`src/rtl/dsi_lp_lane_rx.sv`:
```
// dsi_lp_lane_rx: low-power receiver for DSI lane zero.
// The LP_p/LP_n pads are synchronized and deglitched into an accepted line
// state. A sequencer then decodes escape entry, the entry command, LPDT bytes
// and the HS-request sequence. It flags illegal sequences, partial bytes and
// line states that are held too long.
module dsi_lp_lane_rx #(
   parameter int unsigned FILTER_CYCLES  = 2,
   parameter int unsigned TIMEOUT_CYCLES = 255,
   parameter logic [7:0]  LPDT_CMD       = 8'hE1
) (
   input  logic       clk_sys,
   input  logic       rst,
   input  logic       lines_enable,
   input  logic       LP_p_input,
   input  logic       LP_n_input,
   output logic [7:0] data_out,
   output logic       data_valid,
   output logic [7:0] cmd_out,
   output logic       cmd_valid,
   output logic       lpdt_active,
   output logic       hs_rqst,
   output logic       stop_state,
   output logic       esc_error
);

   localparam logic [1:0] LP00   = 2'b00;
   localparam logic [1:0] LP01   = 2'b01;
   localparam logic [1:0] LP10   = 2'b10;
   localparam logic [1:0] LP11   = 2'b11;
   localparam logic [3:0] FILT_N = 4'(FILTER_CYCLES);
   localparam logic [7:0] TMO_N  = 8'(TIMEOUT_CYCLES);

   typedef enum logic [3:0] {
      ST_STOP      = 4'd0,
      ST_ESC_10    = 4'd1,
      ST_ESC_00    = 4'd2,
      ST_ESC_01    = 4'd3,
      ST_HS_01     = 4'd4,
      ST_HS_WAIT   = 4'd5,
      ST_CMD_RX    = 4'd6,
      ST_LPDT_RX   = 4'd7,
      ST_CMD_WAIT  = 4'd8,
      ST_ERROR     = 4'd9,
      ST_STOP_WAIT = 4'd10
   } state_t;

   logic       p_meta_q, p_sync_q, n_meta_q, n_sync_q;
   logic [1:0] smp_s;
   logic [1:0] cand_q;
   logic [3:0] cnt_q, cnt_d;
   logic [1:0] ls_q, ls_d, lsd_q;
   logic [7:0] tmo_q;
   logic [6:0] shreg_q;
   logic [2:0] bitcnt_q;
   state_t     state_q;
   logic       chg_s, bit_s, timed_s, expire_s;
   logic [7:0] byte_s;
   logic [7:0] data_out_q, cmd_out_q;
   logic       data_valid_q, cmd_valid_q, lpdt_active_q, hs_rqst_q;
   logic       stop_state_q, esc_error_q;

   // Two-flop synchronizers on the asynchronous pad inputs
   always_ff @(posedge clk_sys or posedge rst) begin
      if (rst) begin
         p_meta_q <= 1'b1;
         p_sync_q <= 1'b1;
         n_meta_q <= 1'b1;
         n_sync_q <= 1'b1;
      end else begin
         p_meta_q <= LP_p_input;
         p_sync_q <= p_meta_q;
         n_meta_q <= LP_n_input;
         n_sync_q <= n_meta_q;
      end
   end

   assign smp_s = {p_sync_q, n_sync_q};

   // Glitch filter: accept a new line state after FILTER_CYCLES equal samples
   always_comb begin
      cnt_d = 4'd1;
      ls_d  = ls_q;
      if (smp_s == cand_q) begin
         if (cnt_q == 4'hF) begin
            cnt_d = cnt_q;
         end else begin
            cnt_d = cnt_q + 4'd1;
         end
      end else begin
         cnt_d = 4'd1;
      end
      if ((cnt_d >= FILT_N) && (smp_s != ls_q)) begin
         ls_d = smp_s;
      end else begin
         ls_d = ls_q;
      end
   end

   // Filter state registers; the line idles at LP-11
   always_ff @(posedge clk_sys or posedge rst) begin
      if (rst) begin
         cand_q <= LP11;
         cnt_q  <= 4'hF;
         ls_q   <= LP11;
      end else begin
         cand_q <= smp_s;
         cnt_q  <= cnt_d;
         ls_q   <= ls_d;
      end
   end

   // lsd_q is the previous accepted state, so each change is seen as prev -> cur
   assign chg_s    = (ls_q != lsd_q);
   assign bit_s    = (lsd_q == LP10);
   assign byte_s   = {shreg_q, bit_s};
   assign timed_s  = (state_q != ST_HS_WAIT) && (state_q != ST_CMD_WAIT) &&
                     (state_q != ST_ERROR) && (state_q != ST_STOP_WAIT);
   assign expire_s = timed_s && !chg_s && (ls_q != LP11) && (tmo_q == TMO_N);

   // Line-state sequencer with registered outputs and single-cycle pulses
   always_ff @(posedge clk_sys or posedge rst) begin
      if (rst) begin
         state_q       <= ST_STOP;
         lsd_q         <= LP11;
         tmo_q         <= 8'd0;
         bitcnt_q      <= 3'd0;
         shreg_q       <= 7'd0;
         data_out_q    <= 8'd0;
         cmd_out_q     <= 8'd0;
         data_valid_q  <= 1'b0;
         cmd_valid_q   <= 1'b0;
         hs_rqst_q     <= 1'b0;
         esc_error_q   <= 1'b0;
         lpdt_active_q <= 1'b0;
         stop_state_q  <= 1'b1;
      end else begin
         lsd_q         <= ls_q;
         data_valid_q  <= 1'b0;
         cmd_valid_q   <= 1'b0;
         hs_rqst_q     <= 1'b0;
         esc_error_q   <= 1'b0;
         lpdt_active_q <= (state_q == ST_LPDT_RX) && lines_enable;
         stop_state_q  <= (state_q == ST_STOP) && (ls_q == LP11);
         if (chg_s) begin
            tmo_q <= 8'd0;
         end else if (tmo_q != TMO_N) begin
            tmo_q <= tmo_q + 8'd1;
         end else begin
            tmo_q <= tmo_q;
         end

         if (!lines_enable) begin
            state_q  <= ST_STOP_WAIT;
            bitcnt_q <= 3'd0;
         end else if (expire_s) begin
            state_q     <= ST_ERROR;
            esc_error_q <= 1'b1;
         end else begin
            case (state_q)
               ST_STOP: begin
                  if (!chg_s) begin
                     state_q <= ST_STOP;
                  end else if (ls_q == LP10) begin
                     state_q <= ST_ESC_10;
                  end else if (ls_q == LP01) begin
                     state_q <= ST_HS_01;
                  end else if (ls_q == LP00) begin
                     state_q     <= ST_ERROR;
                     esc_error_q <= 1'b1;
                  end else begin
                     state_q <= ST_STOP;
                  end
               end
               ST_ESC_10, ST_ESC_00, ST_ESC_01, ST_HS_01: begin
                  if (!chg_s) begin
                     state_q <= state_q;
                  end else if ((state_q == ST_ESC_10) && (ls_q == LP00)) begin
                     state_q <= ST_ESC_00;
                  end else if ((state_q == ST_ESC_00) && (ls_q == LP01)) begin
                     state_q <= ST_ESC_01;
                  end else if ((state_q == ST_ESC_01) && (ls_q == LP00)) begin
                     state_q  <= ST_CMD_RX;
                     bitcnt_q <= 3'd0;
                  end else if ((state_q == ST_HS_01) && (ls_q == LP00)) begin
                     state_q   <= ST_HS_WAIT;
                     hs_rqst_q <= 1'b1;
                  end else begin
                     state_q     <= ST_ERROR;
                     esc_error_q <= 1'b1;
                  end
               end
               ST_HS_WAIT, ST_CMD_WAIT, ST_ERROR, ST_STOP_WAIT: begin
                  if (ls_q == LP11) begin
                     state_q <= ST_STOP;
                  end else begin
                     state_q <= state_q;
                  end
               end
               ST_CMD_RX, ST_LPDT_RX: begin
                  if (!chg_s) begin
                     state_q <= state_q;
                  end else if (ls_q == LP00) begin
                     if (lsd_q == LP11) begin
                        state_q     <= ST_ERROR;
                        esc_error_q <= 1'b1;
                     end else begin
                        // Pulse returned to LP-00: commit one bit, MSB first
                        shreg_q  <= byte_s[6:0];
                        bitcnt_q <= bitcnt_q + 3'd1;
                        if (bitcnt_q != 3'd7) begin
                           state_q <= state_q;
                        end else if (state_q == ST_CMD_RX) begin
                           cmd_out_q   <= byte_s;
                           cmd_valid_q <= 1'b1;
                           state_q     <= (byte_s == LPDT_CMD) ? ST_LPDT_RX : ST_CMD_WAIT;
                        end else begin
                           data_out_q   <= byte_s;
                           data_valid_q <= 1'b1;
                           state_q      <= ST_LPDT_RX;
                        end
                     end
                  end else if (ls_q == LP11) begin
                     if (lsd_q == LP10) begin
                        // Mark-1 exit; a partially received byte is dropped
                        state_q     <= ST_STOP;
                        bitcnt_q    <= 3'd0;
                        esc_error_q <= (bitcnt_q != 3'd0);
                     end else begin
                        state_q     <= ST_ERROR;
                        esc_error_q <= 1'b1;
                     end
                  end else if (lsd_q != LP00) begin
                     state_q     <= ST_ERROR;
                     esc_error_q <= 1'b1;
                  end else begin
                     state_q <= state_q;
                  end
               end
               default: begin
                  state_q     <= ST_ERROR;
                  esc_error_q <= 1'b1;
               end
            endcase
         end
      end
   end

   assign data_out    = data_out_q;
   assign data_valid  = data_valid_q;
   assign cmd_out     = cmd_out_q;
   assign cmd_valid   = cmd_valid_q;
   assign lpdt_active = lpdt_active_q;
   assign hs_rqst     = hs_rqst_q;
   assign stop_state  = stop_state_q;
   assign esc_error   = esc_error_q;

endmodule

```
`config.mk`:
```
export PLATFORM = sky130hd
export DESIGN_NAME = dsi_lp_lane_rx
export DESIGN_NICKNAME = d
export VERILOG_FILES = /design/src/rtl/dsi_lp_lane_rx.sv
export SDC_FILE = /design/constraint.sdc
export NUM_CORES = 1
export LEC_CHECK = 0
export BUFFER_PORTS_ARGS = -buffer_cell sky130_fd_sc_hd__buf_2
export CELL_PAD_IN_SITES_DETAIL_PLACEMENT = 0
export CELL_PAD_IN_SITES_GLOBAL_PLACEMENT = 2
export CORE_ASPECT_RATIO = 1.4
export CORE_MARGIN = 2
export CORE_UTILIZATION = 43
export DETAILED_ROUTE_END_ITERATION = 12
export GPL_ROUTABILITY_DRIVEN = 0
export PLACE_DENSITY = 0.95
export SYNTH_ARGS = -nofsm -noshare
export SYNTH_HDL_FRONTEND = slang
export SYNTH_SLANG_ARGS = --single-unit
```
`constraint.sdc`:
```
create_clock -name clk_sys -period 6.4 [get_ports clk_sys]
set_input_delay 0.96 -clock clk_sys [delete_from_list [all_inputs] [get_ports clk_sys]]
set_output_delay 0.96 -clock clk_sys [all_outputs]
set_load 0.05 [all_outputs]
```
Word-level counts from Yosys, hierarchy flattened
Cells that the tools add are included.
{"block": "classes", "bitwise": 4, "n_reduce_logical": 27, "n_lt_le_gt_ge": 1, "n_mux": 80, "add_sub_neg": 3, "n_eq_ne": 43}
{"op": "$mux W4", "n": 23}
{"op": "$mux W1", "n": 41}
{"op": "$ne A4 B4 Y1 const B", "n": 9}
{"op": "$mux W3", "n": 11}
{"op": "$ne A3 B3 Y1 const B", "n": 6}
{"op": "$eq A4 B3 Y1 const B", "n": 4}
{"op": "$eq A4 B4 Y1 const B", "n": 4}
{"op": "$eq A8 B8 Y1 const B", "n": 2}
{"op": "$mux W8", "n": 2}
{"op": "$pmux W4 S4", "n": 1}
{"op": "$reduce_and A8 Y1", "n": 2}
{"op": "$logic_and A1 B1 Y1", "n": 13}
{"op": "$ne A6 B6 Y1 const B", "n": 2}
{"op": "$reduce_and A10 Y1", "n": 1}
{"op": "$add A8 B1 Y8 const B", "n": 1}
{"op": "$eq A2 B2 Y1 const B", "n": 4}
{"op": "$eq A4 B2 Y1 const B", "n": 2}
{"op": "$ne A8 B8 Y1 const B", "n": 1}
{"op": "$reduce_or A4 Y1", "n": 2}
{"op": "$pmux W3 S2", "n": 1}
{"op": "$reduce_and A6 Y1", "n": 1}
{"op": "$reduce_and A5 Y1", "n": 1}
{"op": "$add A4 B1 Y4 const B", "n": 1}
{"op": "$eq A4 B1 Y1 const B", "n": 1}
{"op": "other kinds (16)", "n": 22}
{"block": "totals", "wordCells": 178, "output_inout_bits": 22, "register_bits": 58, "input_bits": 5}

Logic depth before layout (Yosys ltp)
{"block": "depth", "word_depth": 11, "depth_mapped": 9, "ltp_nobuf": 7}

Worst setup path after synthesis
OpenSTA, ideal clock, no wires.
{"block": "synth_timing", "path_type": "in2reg", "start": "input port lines_enable", "end": "register data_out_q[0] (netlist: data_out[0])", "t_arrival_ps": 2199, "path_stages": 6, "t_required_ps": 6275, "setup_time_ps": 125, "n_path_buf": 2, "path_slack_ps": 4077, "cell_sequence": "clkbuf_1 and3_1 and3_1 buf_4 nand3_4 mux2_2"}
{"block": "synth_via", "elab_chain_len": 1}
{"element": "start, declared", "line_no": "13", "text": "input logic lines_enable,"}
{"element": "$reduce_and A8 Y1 (no source line)"}
{"element": "end signal, assigned", "line_no": "217", "text": "data_out_q <= byte_s;"}
{"element": "end, declared", "line_no": "58", "text": "logic [7:0] data_out_q, cmd_out_q;"}
No other way between the ends.
A chain may end at the register's enable or synchronous reset.

Worst setup path after layout
{"block": "layout_timing", "start": "register lsd_q[0]", "end": "register data_out_q[0] (netlist: data_out[0])"}
{"block": "layout_via", "elab_chain_len": 7, "elab_cells_between_ends": 10, "cone_classes": "eq/ne: 3; bitwise: 2; reduce/logical: 5"}
{"element": "start, declared", "line_no": "51", "text": "logic [1:0] ls_q, ls_d, lsd_q;"}
{"element": "start signal, assigned", "line_no": "137", "text": "lsd_q <= ls_q;"}
{"element": "$ne A2 B2 Y1", "line_no": "113", "text": "assign chg_s = (ls_q != lsd_q);"}
{"element": "$logic_not A1 Y1"}
{"element": "$logic_and A1 B1 Y1 (3 in series)", "line_no": "118", "text": "assign expire_s = timed_s && !chg_s && (ls_q != LP11) && (tmo_q == TMO_N);"}
{"element": "$not A1 Y1 (no source line)"}
{"element": "$reduce_and A8 Y1 (no source line)"}
Several ways; a longest one is shown, not always the timed one.

==> qor.yml <==
route:
  firstDrtPassIters: 4
  num_vias: 2037
  ant_nets: 0
  wl_per_cell_um: 15.5
  viasPerCell: 5.35
  drt-total-wl_um: 5890
  drc: 0
  drtIter0Drc: 199
clocking:
  clockBufferDepth: 2
  worstSkewPairLatency_ps: 340
  clkTransAtPathRegs_ps: 70
  cts_resized: 0
  post_cts_buffers: 0
  clockRootBuffer: "clkbuf_8"
  cts_made_buffers: 9
  hold_buffers: 0
  clock-sinks: 58
  cts-htree-levels: 3
  cts_tree: "yes"
placement:
  placed_cell_area_um2: 3150
  dp_hpwl_um: 3950
  port_buffers: 26
  dpl.cell_count: 365
critical_path:
  rr_startpoint: "lsd_q[0]"
  cp_max_fo: 18
  crit_required_ps: 6620
  cp-end-kind: "flip-flop"
  start_kind: "flip-flop"
  ff2ff_path_depth: 5
  cp_data_arrival_time_ps: 3040
  cp-endpoint: "data_out[0]"
  critPathKind: "flip-flop to flip-flop"
  r2r-end: "data_out[0]"
  r2r_slack_ps: 3590
  cp-startpoint: "lsd_q[0]"
global_routing:
  grt_max_degree: 59
  grt-ovfl-total: 0
  grt_pass1_vias: 2124
  grt_usage_pct: 17.9
  grt_pass1_wl_um: 10300
  antenna_found_initial: 0
floorplanning:
  io-pin-count: 27
  fp.dieH_um: 103
  core_um2: 6660
  dieArea_um2: 7630
  die_w_um: 74.4
  rows: 35
  start_util_pct: 44.8
layout:
  multi_input_area_um2: 1390
  finish.utilization_pct: 50.3
  drive_gt1_share_pct: 32.9
  finalInstanceArea_um2: 3350
  nets: 298
  stdcell_count: 381
  fill_cells: 623
  synthToLayoutAreaGrowth_pct: 12.2
  num_antenna_cells: 0
  seq_area_um2: 1470
synthesis:
  synth_top_area_share_pct: 36.1
  synth_nets: 274
  yosysWarnings: 0
  postSynthAreaPerCell_um2: 11.5
  synth_cell_types: 58
  synth_ff_type: "dfrtp_1"
  yosysTopAreaCell: "dfrtp_1"
  synth_edf_count: 0
  ys_ff_latch: 58
  ys_seq_area_share_pct: 49.3
  synthCells: 260
  postSynth.asyncResetShare_pct: 100
  syn_area_um2: 2980
  synth_area_leaders: "dfrtp_1, dfstp_2, mux2_2, ha_1, nor2_1"
timing:
  whs_ps: 358
  fin_tns_setup_ps: 0
  fin_crit_ps: 2810
  min_period_over_period_pct: 44.0
  max_freq_mhz: 355
  skew_ps: 11.0
  max-slew-margin-rel_pct: 25.6
  maxSlewViolCount: 0
  hold_viol: 0
  grt_setup_unrepaired: "no"
  worst_slew_pin_slew_ps: 1120
  setup_violations: 0
power_and_ir_drop:
  power.leakage_uw: 0.00165
  ir_worst_vdd_mv: 0.174
  powerDensity_nw_per_um2: 337
job:
  drv_cap: 0
min_path:
  min_path_type: "flip-flop to flip-flop"
  hp-start: "p_meta_q"
outcome:
  status: "finished clean"
per-stage QoR:
stage	setup slack, ps	power (µW)
after floorplan	4040	748
after global placement	3630	793
after detailed placement	3570	794
after CTS	3540	1140
after global routing	3360	1200
final	3590	1130
cells in the final DEF (no fill, tap or decap), drive strengths merged, types with 9 or more instances in the layout:
cell type | synthesis | layout
ha | 9 | 9
nand3 | 9 | 9
clkbuf | 7 | 12
mux2 | 28 | 28
nor2 | 19 | 19
inv | 10 | 10
nand2 | 15 | 15
dfrtp | 43 | 43
dfstp | 15 | 15
buf | 7 | 27
cell usage after synthesis, types with 3 or more instances:
library cell  count
clkbuf_1          6
nor2_1           19
nand2_1          15
nand2b_1          8
o21ai_0           6
nand3_1           8
dfstp_2          15
and2_1            3
o21a_1            3
a31oi_1           4
nor2b_1           4
dfrtp_1          43
and3_1            4
buf_6             3
ha_1              9
a21oi_1           8
mux2_2           28
nand4_1           3
inv_1            10
xor2_1            6
xnor2_1           4
mux2i_1           6
cell families after synthesis:
logic type / after synthesis / synth area share, %
adder cells (fa/ha/maj): 9 / 3.77
flip-flops: 58 / 49.3
AO/OA/AOI/OAI: 42 / 11.2
buffers and inverters: 24 / 4.15
AND/OR/NAND/NOR: 83 / 16.1
multiplexers: 34 / 12.6
XOR/XNOR: 10 / 2.93
registers in the layout (all words and copies together) (netlist names), 2 cells and up:
register / cells
bitcnt_q: 3
cnt_q: 4
ls_q: 2
state_q: 4
shreg_q: 7
cand_q: 2
lsd_q: 2
cmd_out: 8
data_out: 8
tmo_q: 8
worst min path at each step:
| stage | to | depth (start not counted) | slack, ps |
|---|---|---|---|
| floorplan | n_sync_q | 0 | 350 |
| global placement | p_sync_q | 0 | 350 |
| global route | n_sync_q | 0 | 360 |
| CTS | p_sync_q | 0 | 360 |
| detailed placement | p_sync_q | 0 | 350 |
| finish | p_sync_q | 0 | 360 |
layout make-up:
| cell class | count | share of cell area, % |
|---|---|---|
| Clock inverter | 4 | 1.53 |
| Clock buffer | 12 | 4.34 |
| Inverter | 10 | 1.12 |
| Multi-Input combinational cell | 178 | 41.5 |
| Sequential cell | 58 | 43.9 |
| Tap cell | 92 | 3.44 |
| Timing Repair Buffer | 27 | 4.11 |
power by group:
group	total [µW]	switching, µW	internal, µW
clock	341	150	191
combinational	311	186	125
sequential	477	67.2	410
worst max-delay path: stages, from the launching register on:
cell     delay [ps]
dfstp_2         600
xor2_1          190
or2_0           870
and3_1          500
nand3_4         180
mux2_2          340
metal layers:
metal,vias to the layer above,GRT usage (%),part of all wire (%),wire length [µm]
li1,976,-,-,-
met1,987,22.3,43,2540
met2,57,28.3,49,2860
met3,17,3.62,4.7,277
met4,0,11.0,3.6,214
met5,-,0,0,0
No activity file was read; power rests on OpenSTA's default activity.
